--- src/rtl/cu_mem_arbiter.sv ---
// rtl/cu_mem_arbiter.sv - two-requester arbiter for one shared SRAM/MMU port with timeout watchdog
//
// Purpose: grants the shared memory port to either instruction fetch (IF, read-only)
// or load/store (MEM, read/write), sequences IDLE -> ACCESS -> DONE, and returns read
// data or a timeout error to the granted requester with a one-cycle done pulse.
//
// Ports:
//   soc_clk, ARB_reset            clock (rising edge), asynchronous active-low reset
//   arb_stall                     blocks new grants in IDLE only
//   if_req/if_addr                IF request (level-held until if_done)
//   if_done/if_rdata              IF completion pulse and fetched word
//   mem_req/addr/we/be/wdata      MEM request (level-held until mem_done)
//   mem_done/mem_rdata            MEM completion pulse and read word
//   acc_err                       qualifies the done pulse: 1 = timed out
//   sram_req/addr/we/be/wdata     registered access to memory
//   sram_ready/sram_rdata         memory completion and read data
//   arb_owner                     current/last owner (0 = IF, 1 = MEM)
//
// Build option: define ARB_ROUND_ROBIN_EN to alternate grants under contention;
// otherwise MEM has fixed priority over IF.
module cu_mem_arbiter #(
    parameter int ADDR_W      = 32,
    parameter int DATA_W      = 32,
    parameter int BE_W        = 4,
    parameter int TIMEOUT_CYC = 255
) (
    input  logic              soc_clk,
    input  logic              ARB_reset,
    input  logic              arb_stall,
    input  logic              if_req,
    input  logic [ADDR_W-1:0] if_addr,
    output logic              if_done,
    output logic [DATA_W-1:0] if_rdata,
    input  logic              mem_req,
    input  logic [ADDR_W-1:0] mem_addr,
    input  logic              mem_we,
    input  logic [BE_W-1:0]   mem_be,
    input  logic [DATA_W-1:0] mem_wdata,
    output logic              mem_done,
    output logic [DATA_W-1:0] mem_rdata,
    output logic              acc_err,
    output logic              sram_req,
    output logic [ADDR_W-1:0] sram_addr,
    output logic              sram_we,
    output logic [BE_W-1:0]   sram_be,
    output logic [DATA_W-1:0] sram_wdata,
    input  logic              sram_ready,
    input  logic [DATA_W-1:0] sram_rdata,
    output logic              arb_owner
);

    localparam int CNT_W = (TIMEOUT_CYC > 0) ? $clog2(TIMEOUT_CYC + 1) : 1;
    localparam bit WDOG_EN = (TIMEOUT_CYC != 0);
    localparam logic [CNT_W-1:0] CNT_MAX = '1;
    localparam logic [CNT_W-1:0] CNT_TMO = CNT_W'(TIMEOUT_CYC);

    typedef enum logic [1:0] {
        ST_IDLE   = 2'd0,
        ST_ACCESS = 2'd1,
        ST_DONE   = 2'd2
    } state_t;

    state_t            state_q, state_d;
    logic [CNT_W-1:0]  cnt_q, cnt_d, cnt_inc;
    logic [ADDR_W-1:0] addr_q, addr_d;
    logic              we_q, we_d;
    logic [BE_W-1:0]   be_q, be_d;
    logic [DATA_W-1:0] wdata_q, wdata_d;
    logic              owner_q, owner_d;
    logic              if_done_q, if_done_d;
    logic              mem_done_q, mem_done_d;
    logic [DATA_W-1:0] if_rdata_q, if_rdata_d;
    logic [DATA_W-1:0] mem_rdata_q, mem_rdata_d;
    logic              err_q, err_d;
    logic              grant_mem;

`ifdef ARB_ROUND_ROBIN_EN
    // Under contention hand the port to whoever did not own it last.
    assign grant_mem = mem_req && (!if_req || !owner_q);
`else
    assign grant_mem = mem_req;
`endif

    // Saturating increment: the counter never wraps even with the watchdog off.
    assign cnt_inc = (cnt_q == CNT_MAX) ? cnt_q : cnt_q + 1'b1;

    always_comb begin
        state_d     = state_q;
        cnt_d       = cnt_q;
        addr_d      = addr_q;
        we_d        = we_q;
        be_d        = be_q;
        wdata_d     = wdata_q;
        owner_d     = owner_q;
        if_done_d   = 1'b0;
        mem_done_d  = 1'b0;
        if_rdata_d  = '0;
        mem_rdata_d = '0;
        err_d       = 1'b0;

        case (state_q)
            ST_IDLE: begin
                if (!arb_stall && (if_req || mem_req)) begin
                    state_d = ST_ACCESS;
                    cnt_d   = '0;
                    if (grant_mem) begin
                        addr_d  = mem_addr;
                        we_d    = mem_we;
                        be_d    = mem_be;
                        wdata_d = mem_wdata;
                        owner_d = 1'b1;
                    end else begin
                        // Fetches are always full-word reads.
                        addr_d  = if_addr;
                        we_d    = 1'b0;
                        be_d    = '1;
                        wdata_d = '0;
                        owner_d = 1'b0;
                    end
                end
            end

            ST_ACCESS: begin
                // Ready is checked first so it beats a timeout on the same edge.
                if (sram_ready) begin
                    state_d = ST_DONE;
                    cnt_d   = '0;
                    if (owner_q) begin
                        mem_done_d  = 1'b1;
                        mem_rdata_d = we_q ? '0 : sram_rdata;
                    end else begin
                        if_done_d  = 1'b1;
                        if_rdata_d = sram_rdata;
                    end
                end else begin
                    cnt_d = cnt_inc;
                    if (WDOG_EN && (cnt_inc == CNT_TMO)) begin
                        state_d    = ST_DONE;
                        cnt_d      = '0;
                        err_d      = 1'b1;
                        if_done_d  = !owner_q;
                        mem_done_d = owner_q;
                    end
                end
            end

            ST_DONE: begin
                // Requests are deliberately ignored here so a held request
                // is re-evaluated only after the requester has seen done.
                state_d = ST_IDLE;
            end

            default: begin
                state_d = ST_IDLE;
            end
        endcase
    end

    always_ff @(posedge soc_clk or negedge ARB_reset) begin
        if (!ARB_reset) begin
            state_q     <= ST_IDLE;
            cnt_q       <= '0;
            addr_q      <= '0;
            we_q        <= 1'b0;
            be_q        <= '0;
            wdata_q     <= '0;
            owner_q     <= 1'b0;
            if_done_q   <= 1'b0;
            mem_done_q  <= 1'b0;
            if_rdata_q  <= '0;
            mem_rdata_q <= '0;
            err_q       <= 1'b0;
        end else begin
            state_q     <= state_d;
            cnt_q       <= cnt_d;
            addr_q      <= addr_d;
            we_q        <= we_d;
            be_q        <= be_d;
            wdata_q     <= wdata_d;
            owner_q     <= owner_d;
            if_done_q   <= if_done_d;
            mem_done_q  <= mem_done_d;
            if_rdata_q  <= if_rdata_d;
            mem_rdata_q <= mem_rdata_d;
            err_q       <= err_d;
        end
    end

    // Strobe decoded straight from the state register so reset drops it at once.
    assign sram_req   = (state_q == ST_ACCESS);
    assign sram_addr  = addr_q;
    assign sram_we    = we_q;
    assign sram_be    = be_q;
    assign sram_wdata = wdata_q;
    assign arb_owner  = owner_q;
    assign if_done    = if_done_q;
    assign mem_done   = mem_done_q;
    assign if_rdata   = if_rdata_q;
    assign mem_rdata  = mem_rdata_q;
    assign acc_err    = err_q;

endmodule

--- config.mk ---
export PLATFORM = sky130hd
export DESIGN_NAME = cu_mem_arbiter
export DESIGN_NICKNAME = d
export VERILOG_FILES = /design/src/rtl/cu_mem_arbiter.sv
export SDC_FILE = /design/constraint.sdc
export NUM_CORES = 1
export LEC_CHECK = 0
export ABC_AREA = 1
export CAP_MARGIN = 20
export CORE_MARGIN = 5
export CORE_UTILIZATION = 25
export CTS_BUF_LIST = sky130_fd_sc_hd__clkbuf_2 sky130_fd_sc_hd__clkbuf_4 sky130_fd_sc_hd__clkbuf_8
export DETAILED_ROUTE_END_ITERATION = 12
export GPL_ROUTABILITY_DRIVEN = 0
export HOLD_SLACK_MARGIN = 0.02
export SLEW_MARGIN = 20
export SYNTH_ARGS = -nofsm -noshare
export SYNTH_HDL_FRONTEND = slang
export SYNTH_SLANG_ARGS = --single-unit
export TNS_END_PERCENT = 30
--- constraint.sdc ---
create_clock -name soc_clk -period 1.7 [get_ports soc_clk]
set_clock_uncertainty 0.15 [all_clocks]
set_input_delay 0.425 -clock soc_clk [delete_from_list [all_inputs] [get_ports soc_clk]]
set_output_delay 0.425 -clock soc_clk [all_outputs]
set_load 0.02 [all_outputs]
## Word level (Yosys, flattened, before mapping)

Cells that the tools add are included.

- Latch bits: 0
- ROM bits: 0
- Output and inout bits: 138
- Input bits: 139
- Memories kept: 0
- Bits in registers: 147
- Bits in writable memories: 0
- Logic and storage cells: 59

- Divide/modulo/power cells: 0
- $mul: 0
- Add/subtract/negate cells: 1
- Reductions and logical operators: 9
- Shifts and indexed selects: 0
- Equality and inequality tests: 5
- $lt $le $gt $ge: 0
- Mux-type cells: 32
- Bitwise logic cells: 0

Operator list:

| cell | number |
|---|---|
| $mux W32 | 9 |
| $mux W8 | 4 |
| $eq A8 B8 Y1 const B | 2 |
| $pmux W8 S2 | 1 |
| $mux W1 | 13 |
| $add A8 B1 Y8 const B | 1 |
| $mux W2 | 3 |
| $reduce_and A2 Y1 | 3 |
| $mux W4 | 1 |
| $pmux W2 S2 | 1 |
| $ne A3 B1 Y1 const B | 1 |
| $eq A2 B1 Y1 const B | 1 |
| $logic_not A1 Y1 | 2 |
| $logic_not A2 Y1 | 1 |
| $ne A2 B2 Y1 const B | 1 |
| $reduce_bool A2 Y1 | 1 |
| $logic_and A1 B1 Y1 | 1 |
| $logic_or A1 B1 Y1 | 1 |

## Logic depth before layout (Yosys ltp)

- Depth after elaboration: 6
- Mapped depth: 12
- Mapped depth without buffers: 12

## Worst setup path before layout

OpenSTA, ideal clock, no wires.

- Path type: reg-to-reg
- Start: register cnt_q[1]
- End: register if_done_q (netlist: if_done)
- Setup time: 70 ps
- Period minus slack after synthesis: 1,675 ps
- Stages on the path, launching flop included: 12
- Path slack: 25 ps
- Arrival time: 1,455 ps
- Data required time: 1,480 ps
- Buffers on the path: 0
- Path through: dfrtp_1 -> ha_1 -> nand3_2 -> inv_2 -> nand2_4 -> nand2_1 -> nand3_2 -> nor2_4 -> nand2_4 -> nand2_4 -> nand2_4 -> nor2_2

- Word-level cells in the longest chain between the ends: 6
- Elaborated cells between the ends (all ways): 7
- Classes of those cells: 1 x add/sub; 2 x eq/ne; 4 x mux

RTL lines:

| element | line | text |
|---|---|---|
| start, declared | 64 | `logic [CNT_W-1:0] cnt_q, cnt_d, cnt_inc;` |
| start signal, assigned | 175 | `cnt_q <= cnt_d;` |
| $add A8 B1 Y8 or $eq A8 B8 Y1 (tied branches) | 85 | `assign cnt_inc = (cnt_q == CNT_MAX) ? cnt_q : cnt_q + 1'b1;` |
| $mux W8 (*) | 85 |  |
| $eq A8 B8 Y1 (*) | 137 | `if (WDOG_EN && (cnt_inc == CNT_TMO)) begin` |
| $mux W1 (*) | 137 |  |
| $mux W1 (*) | 125 | `if (sram_ready) begin` |
| $mux W1 (*) | 101 | `case (state_q)` |
| named net if_done_d | 70 | `logic if_done_q, if_done_d;` |
| end signal, assigned | 181 | `if_done_q <= if_done_d;` |
| end, declared | 70 |  |

Mark *: on every way through the listed nets, which the timed path passes. The rest lies on a longest branch.
A chain may end at the register's enable or synchronous reset.

## Worst setup path after layout

- Start: register cnt_q[0]
- End: register if_done_q (netlist: if_done)

Same word-level chain as after synthesis.

==> results.py <==
metrics = {
    "outcome": {
        "status": "complete, but fails checks",
        "violated_checks": "setup timing",
    },
    "synth": {
        "postSynthCellCount": 549,
        "dominant_cell_by_count_in_the_synthesized_netlist": "dfrtp_1",
        "synthesis.area_per_instance_um2": 10.46,
        "yosys.area.top_type": "dfrtp_1",
        "synthArstFlopShare_pct": 100.0,
        "synthTopCellsByArea": "dfrtp_1 64%, nor3_1 5.6%, a22o_1 4.9%",
        "postSynthRegisterBits": 147,
        "synth.yosys.seq_area_share_pct": 64.07,
        "synth.yosys.warnings": 0,
        "synth.net_count": 689,
        "number_of_synthesized_flops_with_an_enable_pin": 0,
        "yosys_most_used_dff": "dfrtp_1",
        "post_synth_most_frequent_cells": "147 x dfrtp_1, 71 x nor2_1, 65 x nand2_1",
        "netlist-cell-type-count": 28,
        "netlist_area_um2": 5742,
        "yosys.area.top_type_share_pct": 64.07,
    },
    "floorplanning": {
        "die-height_um": 161.6,
        "boundaryPins": 277,
        "start_util_pct": 25.36,
        "design.die.area_um2": 26100,
        "core.rowCount": 55,
        "core_um2": 22640,
        "die_width_um": 161.6,
    },
    "clocking": {
        "cts_tree": "done",
        "cts.reportedPaths.clkPinSlew_ps": 90,
        "cts.root.buffer_cell": "clkbuf_8",
        "cts_max_path_buffers": 2,
        "cts.sinks": 147,
        "htree_num_levels": 4,
        "insertion_delay_ps": 430,
        "cts_made_buffers": 17,
    },
    "setup_path": {
        "cp_data_arrival_time_ps": 1990,
        "crit_path_max_fanout": 8,
        "cp.required_ps": 1910,
        "worstSetupPathType": "flop to flop",
        "cp-end-kind": "flop",
        "worst_setup_path_start_kind": "flop",
        "crit-reg2reg-launch": "cnt_q[0]",
        "critical_path.startpoint": "cnt_q[0]",
    },
    "drt": {
        "first_pass_iters": 4,
        "detail_route.vias_per_cell": 4.399,
        "antenna_violating_nets_post_route": 0,
        "first_iter_violations": 270,
        "vias": 5072,
        "drcViolationCount": 0,
        "per_cell_routed_wire_length_um": 16.70,
        "routed_wirelength_um": 19250,
    },
    "cells_and_area": {
        "final_net_count": 995,
        "fillerInstances": 2275,
        "ant_diodes": 0,
        "layoutNonFillerInstCount": 1153,
        "areaGrowthSynthToFinish_pct": 60.56,
        "drive_gt1_share_pct": 28.80,
    },
    "sta": {
        "finalWorstSetupSlack_ps": -83.71,
        "period_minus_slack_ps": 1784,
        "grt_setup_unrepaired": "true",
        "final_hold_viol_count": 0,
        "final-max-slew-violation-count": 0,
        "slew_headroom_pct": 73.07,
        "period_share_pct": 104.9,
        "transition_at_the_pin_with_the_smallest_max_transition_slack_ps": 404.0,
        "fmax_ghz": 0.5606,
        "final.setup.tns_ps": -365.6,
        "setup-violations-final": 12,
    },
    "power": {
        "max-vdd-ir-drop_uv": 625.5,
        "pwr_density_nw_per_um2": 1472,
        "cellLeakagePower_nw": 4.436,
    },
    "global_routing": {
        "grt_overflow": 0,
        "tot_gr_track_use_pct": 14.56,
        "grt_first_pass_wirelength_um": 29830,
        "first_global_vias": 5218,
        "grt_start_max_net_pins": 66,
        "antenna_violations_before_repair": 2,
    },
    "flow_run": {
        "maxCapViolCount": 0,
    },
    "worst_hold_path": {
        "timing.hold.worst.class": "input pin to asynchronous set/reset pin",
    },
    "place": {
        "portBuffers": 276,
        "placedCellCount": 1116,
        "preCtsSetupSlack_ps": -414.4,
        "place.detailed.hpwl_um": 13860,
    },
}
==> layout by cell type, fill, tap and decap left out, types with 2 or more instances in the layout <==
cell type	n
clkinv_2	2
o22a_1	4
inv_6	7
nand3_4	2
bufinv_16	2
nand3_2	2
clkdlybuf4s15_2	38
inv_2	4
buf_4	34
nor2_1	69
nand2_2	9
nor2_4	8
nand2_4	3
clkdlybuf4s50_1	137
o31ai_1	32
o21ai_1	6
a22o_1	32
buf_12	9
nand2_1	59
buf_2	97
inv_1	46
nand3_1	14
inv_8	3
clkbuf_8	18
nor2_2	2
o21ai_0	4
nor3_1	64
buf_6	2
dfrtp_1	146
clkbuf_2	2
==> layer usage <==
metal	share of wire [%]	wire length, um	vias up	track usage, %
met5	0.11	21	-	0
met1	40	7686	2449	17.18
li1	-	-	2446	-
met2	52	9915	151	24.99
met4	1.9	369	4	4.808
met3	6.5	1257	22	4.874
==> sequential cells by signal (all words and copies together), names as in the netlist <==
register,count
sram_we,1
if_done,1
state_q,2
acc_err,1
mem_done,1
sram_wdata,32
arb_owner,1
sram_be,4
cnt_q,8
if_rdata,32
sram_addr,32
mem_rdata,32
==> path summary, 6_finish.rpt <==
kind / endpoint / slack (ps) / cells past startpoint
hold / removal: if_rdata[22] / 280 / 2
hold reg to reg: sram_addr[21] / 330 / 2
setup / recovery: if_done / -80 / 12
setup reg to reg: if_done / -80 / 12
max in group asynchronous: mem_rdata[10] / 530 / 3
min in group soc_clk: sram_addr[21] / 330 / 2
==> critical path, cell delays in order (launching register included) <==
cell and delay (ps):
dfrtp_1 410, ha_4 190, nand3_4 120, inv_4 60, nand2_8 80, nand2_2 50, nand2_2 70, nand2_2 70
nor2_4 160, nand2_4 100, nand2_4 80, nand2_4 70, nor2_4 100
==> report_power, final <==
part / switching, W / internal [W] / leakage, nW
logic: 0.00342 / 0.00222 / 2.28
registers: 0.000524 / 0.00451 / 1.94
clock network: 0.00150 / 0.00140 / 0.215
==> layout make-up <==
type / instances / area (um^2) / share of cell area [%]
clock buffer: 18 / 247.7 / 2.687
sequential: 147 / 3680 / 39.92
tap: 285 / 356.6 / 3.868
clock inverter: 14 / 165.2 / 1.792
inverter: 52 / 197.7 / 2.144
multi-input combinational: 317 / 1809 / 19.63
timing repair buffer: 320 / 2763 / 29.97
==> cell families after synthesis <==
logic type | after synthesis | share of synthesized area, %
buffers and inverters | 86 | 6.036
adder cells (fa/ha/maj) | 1 | 0.2179
AO/OA/AOI/OAI | 80 | 10.81
AND/OR/NAND/NOR | 234 | 18.72
flip-flops | 147 | 64.07
XOR/XNOR | 1 | 0.1526
==> repair_timing <==
| item | in CTS | in global routing |
|---|---|---|
| endpoints found under the setup margin | 151 | 101 |
| setup buffers | 1 | 2 |
| endpoints found under the hold margin | 93 | 0 |
| hold buffers | 1 | 0 |
| resized for setup | 475 | 61 |
| pin swaps | 3 | 3 |
| cloned | 1 | 0 |
==> per-stage QoR <==
stage / hold slack (ps) / utilization [%] / cell area (um^2) / power, W
final: 278.8 / 40.72 / 9219 / 0.01357
after global routing: 262.1 / 40.72 / 9219 / 0.01448
after CTS: 256.8 / 41.82 / 9468 / 0.01397
after detailed placement: 185.4 / 40.34 / 9134 / 0.01157
after global placement: 175.4 / 40.34 / 9134 / 0.01152
after floorplan: -20.59 / - / 5742 / 0.008062
(Power assumes the default switching activity.)
